## src/rtl/song_sequencer.sv

```systemverilog
// song_sequencer: walks song ROM entries {song, index}, hands each note to the note player,
// and waits for note_done before fetching the next entry.
module song_sequencer #(
  parameter int IDX_W  = 5,
  parameter int SONG_W = 2
) (
  input  logic                    clk,
  input  logic                    reset,
  input  logic                    play,
  input  logic [SONG_W-1:0]       song,
  input  logic                    new_song,
  input  logic                    note_done,
  output logic [SONG_W+IDX_W-1:0] rom_addr,
  input  logic [11:0]             rom_dout,
  output logic                    load_new_note,
  output logic [5:0]              note_to_load,
  output logic [5:0]              duration_to_load,
  output logic                    song_done,
  output logic [IDX_W-1:0]        note_index
);
  typedef enum logic [2:0] {IDLE, FETCH, WAIT_ROM, LOAD, WAIT_DONE, ADVANCE} state_t;
  state_t                    state_q;
  logic [IDX_W-1:0]          idx_q;
  logic [SONG_W+IDX_W-1:0]   addr_q;
  logic [5:0]                note_q, dur_q;
  logic                      load_q, done_q;
  always_ff @(posedge clk or negedge reset) begin
    if (!reset) begin
      state_q <= IDLE;
      idx_q   <= '0;
      addr_q  <= '0;
      note_q  <= '0;
      dur_q   <= '0;
      load_q  <= 1'b0;
      done_q  <= 1'b0;
    end else begin
      load_q <= 1'b0;
      done_q <= 1'b0;
      if (new_song) begin
        idx_q   <= '0;
        state_q <= IDLE;
      end else begin
        case (state_q)
          IDLE: if (play) begin
            addr_q  <= {song, idx_q};
            state_q <= FETCH;
          end
          FETCH: state_q <= WAIT_ROM;
          WAIT_ROM: if (rom_dout[5:0] == 6'd0) begin
            done_q  <= 1'b1;
            idx_q   <= '0;
            state_q <= IDLE;
          end else begin
            note_q  <= rom_dout[11:6];
            dur_q   <= rom_dout[5:0];
            load_q  <= 1'b1;
            state_q <= LOAD;
          end
          LOAD: state_q <= WAIT_DONE;
          WAIT_DONE: if (note_done) state_q <= ADVANCE;
          ADVANCE: if (&idx_q) begin
            // last slot of the song: finish instead of spilling into the next song
            done_q  <= 1'b1;
            idx_q   <= '0;
            state_q <= IDLE;
          end else begin
            idx_q   <= idx_q + 1'b1;
            state_q <= play ? FETCH : IDLE;
            if (play) addr_q <= {song, idx_q + 1'b1};
          end
          default: state_q <= IDLE;
        endcase
      end
    end
  end
  assign rom_addr         = addr_q;
  assign load_new_note    = load_q;
  assign note_to_load     = note_q;
  assign duration_to_load = dur_q;
  assign song_done        = done_q;
  assign note_index       = idx_q;
endmodule

```

## config.mk

```make
export PLATFORM = sky130hd
export DESIGN_NAME = song_sequencer
export DESIGN_NICKNAME = d
export VERILOG_FILES = /design/src/rtl/song_sequencer.sv
export SDC_FILE = /design/constraint.sdc
export NUM_CORES = 1
export LEC_CHECK = 0
export BUFFER_PORTS_ARGS = -buffer_cell sky130_fd_sc_hd__buf_2
export CORE_MARGIN = 2
export CORE_UTILIZATION = 45
export CTS_CLUSTER_SIZE = 40
export DETAILED_ROUTE_END_ITERATION = 10
export PLACE_DENSITY = 0.7
export RECOVER_POWER = 25
export SLEW_MARGIN = 15
export SYNTH_ARGS = -nofsm -noshare
export SYNTH_HDL_FRONTEND = slang
export SYNTH_SLANG_ARGS = --single-unit
```

## constraint.sdc

```tcl
create_clock -name clk -period 2.3 [get_ports clk]
set_input_delay 0.46 -clock clk [delete_from_list [all_inputs] [get_ports clk]]
set_output_delay 0.46 -clock clk [all_outputs]
set_load 0.05 [all_outputs]
```

# Yosys cells after proc, flatten, opt, wreduce, memory -nomap -nowiden
# Cells that the tools add are included.
word_totals:
  output_inout_bits: 26
  register_bits: 29
  wordCells: 52
  input_bits: 19
op_classes:
  bitwise_logic: 2
  n_eq_ne: 11
  addsub: 1
  n_reduce_logical: 9
  n_mux: 22
ops:
  columns: ["op", "n"]
  rows:
  - ["two-way mux 7 bit", 3]
  - ["case mux 3 bit (6 select lines)", 1]
  - ["two-way mux 5 bit", 3]
  - ["case mux 7 bit (2 select lines)", 1]
  - ["case mux 5 bit (2 select lines)", 1]
  - ["AND reduction 5 bit", 2]
  - ["two-way mux 3 bit", 3]
  - ["inequality test 3 bit, second input constant", 3]
  - ["two-way mux 1 bit", 8]
  - ["equality test 3 x 2 -> 1 bit, second input constant", 2]
  - ["equality test 3 bit, second input constant", 2]
  - ["zero test 6 bit", 1]
  - ["inequality test 2 bit, second input constant", 3]
  - ["adder 5 x 1 -> 5 bit, second input constant", 1]
  - ["AND reduction 2 bit", 2]
  - ["equality test 3 x 1 -> 1 bit, second input constant", 1]
  - ["zero test 3 bit", 1]
  - ["AND reduction 3 bit", 1]
  - ["nonzero test 3 bit", 1]
  - ["two-way mux 2 bit", 1]
  - ["NOT 1 bit", 2]
  - ["case mux 1 bit (2 select lines)", 1]
  - ["nonzero test 2 bit", 1]

# Logic depth before layout (Yosys ltp)
depth:
  word_depth: 4
  mapped_depth: 8

# Worst setup path before layout
# Ideal clock, no wire load.
synth_timing:
  path_kind: "reg2reg"
  from: "register idx_q[0] (netlist: note_index[0])"
  to: "register addr_q[5] (netlist: rom_addr[5])"
  stages_incl_launch_ff: 7
  period_less_slack_ns: 2.188
  slack_ns: 0.112
  required_time_ns: 2.175
  setup_ns: 0.125
  arrival_ns: 2.063
  n_path_buf: 0
  cell_sequence: "dfrtp_1 -> ha_1 -> and3_1 -> ha_1 -> and3b_1 -> o211ai_1 -> mux2_2"
synth_via:
  elab_chain_len: 3
synth_rtl:
  columns: ["element", "line", "source"]
  rows:
  - ["start: declaration", "23", "logic [IDX_W-1:0] idx_q;"]
  - ["start signal: assignment", "67", "idx_q <= idx_q + 1'b1;"]
  - ["AND reduction 5 bit", "61", "ADVANCE: if (&idx_q) begin"]
  - ["inequality test 2 bit (no source line)", null, null]
  - ["AND reduction 5 bit (no source line)", null, null]
  - ["end signal: assignment", "45", "addr_q <= {song, idx_q};"]
  - ["end signal: assignment", "69", "if (play) addr_q <= {song, idx_q + 1'b1};"]
  - ["end: declaration", "24", "logic [SONG_W+IDX_W-1:0] addr_q;"]
# Every way passes these cells.
# A chain may end at the register's enable or synchronous reset.

# Worst setup path in the final report
layout_timing:
  from: "register idx_q[0] (netlist: note_index[0])"
  to: "register addr_q[6] (netlist: rom_addr[6])"
# Same word-level chain as after synthesis.

==> reports/metrics.csv <==
metric,value,unit
maxCapViolCount,1,
setup_violations,0,
r2r_cells,6,
drv_slew,0,
synth.area.top_cells,"dfrtp_1, mux2_4, mux2_2",
grt_pass1_vias,950,
crit_arrival,2.32,ns
rr_endpoint,rom_addr[6],
syn_avg_cell_area,12.1,um2
holdPathEnd,note_to_load[4],
min_path_type,in2reg,
cts_made_buffers,5,
required,2.51,ns
final_layout_size_suffix_gt1_share,44.1,%
fin_ws,0.189,ns
first_pass_iters,4,
min_from,rom_dout[10],
crit_type,reg2reg,
cts_root_buffer,clkbuf_4,
overflow,0,
viasPerCell,5.27,
layout.nets,182,
clk_latency,0.32,ns
synth.top_cell.area_share,51.6,%
drt_iter0_drc,27,
synth_area_leader_cell,dfrtp_1,
wl_per_cell,14.1,um
rr_startpoint,note_index[0],
tns,0,ns
min_period,2.11,ns
finClkSkew,0.00364,ns
grt.total_usage,16.4,%
cts_tree,done,
rsz0062_at_grt,false,
port_buffers,44,
place_hpwl,2030,um
cts-resized-gates,0,
final_cells,194,
syn2layout_area_growth,18.4,%
synthMuxAreaShare,15.0,%
power_density,1110,nW/um2
synth-compound-area-share,10.1,%
layout_common_cells,"buf_2, dfrtp_1, nand2_1, mux2_4, o21ai_0",
synth_cell_types,39,
cts_hold_buf,0,
synth_cells,116,
synthSimpleGateAreaFrac,14.6,%
status,finished with violations,
tightest_slew,1.49,ns
antenna_found_initial,0,
vias,1022,
timing.slew.headroom,0.533,%
pre_cts_ws,0.209,ns
synth_xor_area_share,1.87,%
r2r_slack,0.19,ns
ant_nets,0,
violations,capacitance limit,
finalHoldViolations,0,
clock_sinks,29,
synthAdderAreaFrac,1.78,%
initial_core_util,46.8,%
peakVddDrop,460,uV
gp_congestion,0.770,
startpoint_type,register,
drc,0,
p_leak,0.000871,uW
grt_max_degree,30,
h-tree-depth,2,
diodes,0,
max_freq,474,MHz
dieWidth,59.9,um
fp.dieArea,3590,um2
worstSetupEndpointType,register,
cts_post_setup_buffers_inserted,0,
clk_path_buf_depth,2,
grt_pass1_wl,4260,um
path_clk_slew,0.08,ns
rows,20,
finalCritPeriodShare,91.8,%
die_h,59.9,um
ys_seq_area_share,51.6,%
ys_ff_latch,29,
final_common_cell,buf_2,
synthesis.nets,137,
fin_util,55.5,%
coreArea,3000,um2
syn-cell-area,1410,um2
yosys_warnings,0,
dp_cells,187,
wl,2740,um
synth_top_family_by_area,multiplexers,
hold_depth,2,
pin_count,45,
worstPathMaxFanout,7,
per-stage QoR:
step / area, um2 / total power [uW] / hold WS, ns
finish: 1670 / 1850 / 0.370
global route: 1670 / 1950 / 0.342
detailed placement: 1610 / 1570 / 0.470
global placement: 1610 / 1550 / 0.459
CTS: 1670 / 1880 / 0.159
floorplan: 1410 / 1390 / 0.164
layout make-up:
| cell class | instances | area, um2 |
|---|---|---|
| Clock buffer | 7 | 55.1 |
| Fill cell | 255 | 1340 |
| Inverter | 2 | 7.51 |
| Multi-Input combinational cell | 78 | 609 |
| Sequential cell | 29 | 726 |
| Tap cell | 33 | 41.3 |
| Timing Repair Buffer | 45 | 226 |
kinds of logic after synthesis:
logic type               Yosys count
AND/OR/NAND/NOR                   36
flip-flops                        29
AO/OA/AOI/OAI                     21
multiplexers                      16
buffers and inverters              9
XOR/XNOR                           3
adder cells (fa/ha/maj)            2
sequential cells by signal, summed over array words and instances, names as in the netlist:
| register | cells |
|---|---|
| load_new_note | 1 |
| song_done | 1 |
| note_index | 5 |
| rom_addr | 7 |
| note_to_load | 6 |
| state_q | 3 |
| duration_to_load | 6 |
metal layers:
layer / GRT usage, % / routed length (um)
met2: 27.3 / 1340
met1: 18.9 / 1200
met4: 6.67 / 51
met3: 6.28 / 152
met5: 0 / 0
cell usage after synthesis:
cell type / instances
nor2_1: 6
a21o_2: 1
nor3b_1: 3
a21o_1: 1
o21bai_1: 1
nand4_1: 1
o21a_1: 1
nor3_1: 1
mux2i_1: 2
inv_1: 2
buf_6: 2
nor4_2: 1
a311oi_2: 1
clkbuf_1: 1
nor2b_1: 1
buf_2: 2
nor2_2: 1
a32o_1: 1
and3b_1: 2
and3_1: 1
a21oi_1: 5
xnor2_1: 1
o211ai_1: 1
o21ai_0: 7
ha_1: 2
nand4b_2: 1
or2_2: 1
a2111oi_0: 1
nand3_1: 1
nand2_1: 13
dfrtp_1: 29
buf_12: 1
nand3b_1: 2
mux2_4: 9
and3b_2: 1
mux2_2: 5
a32oi_1: 1
buf_4: 1
xor2_1: 2
worst max-delay path, cell delays in order (launching register included):
cell and delay [ns]:
dfrtp_1 0.46, ha_1 0.24, and3_1 0.17, ha_1 0.22, and3b_1 0.19, o211ai_1 0.32, mux2_2 0.38
power by group:
part	switching (uW)	total [uW]	internal, uW
clock network	158	302	144
registers	79.1	717	638
logic	576	833	257
total	813	1850	1040
worst max path at each step:
stage,from,to,slack [ns]
5_1_grt,note_index[0],rom_addr[6],0.07
3_3_place_gp,rom_dout[3],note_to_load[0],0.30
2_1_floorplan,note_index[0],rom_addr[5],0.11
3_5_place_dp,note_index[0],rom_addr[6],0.21
6_report,note_index[0],rom_addr[6],0.19
4_1_cts,note_index[0],rom_addr[6],0.19
No activity file was read; power rests on OpenSTA's default activity.
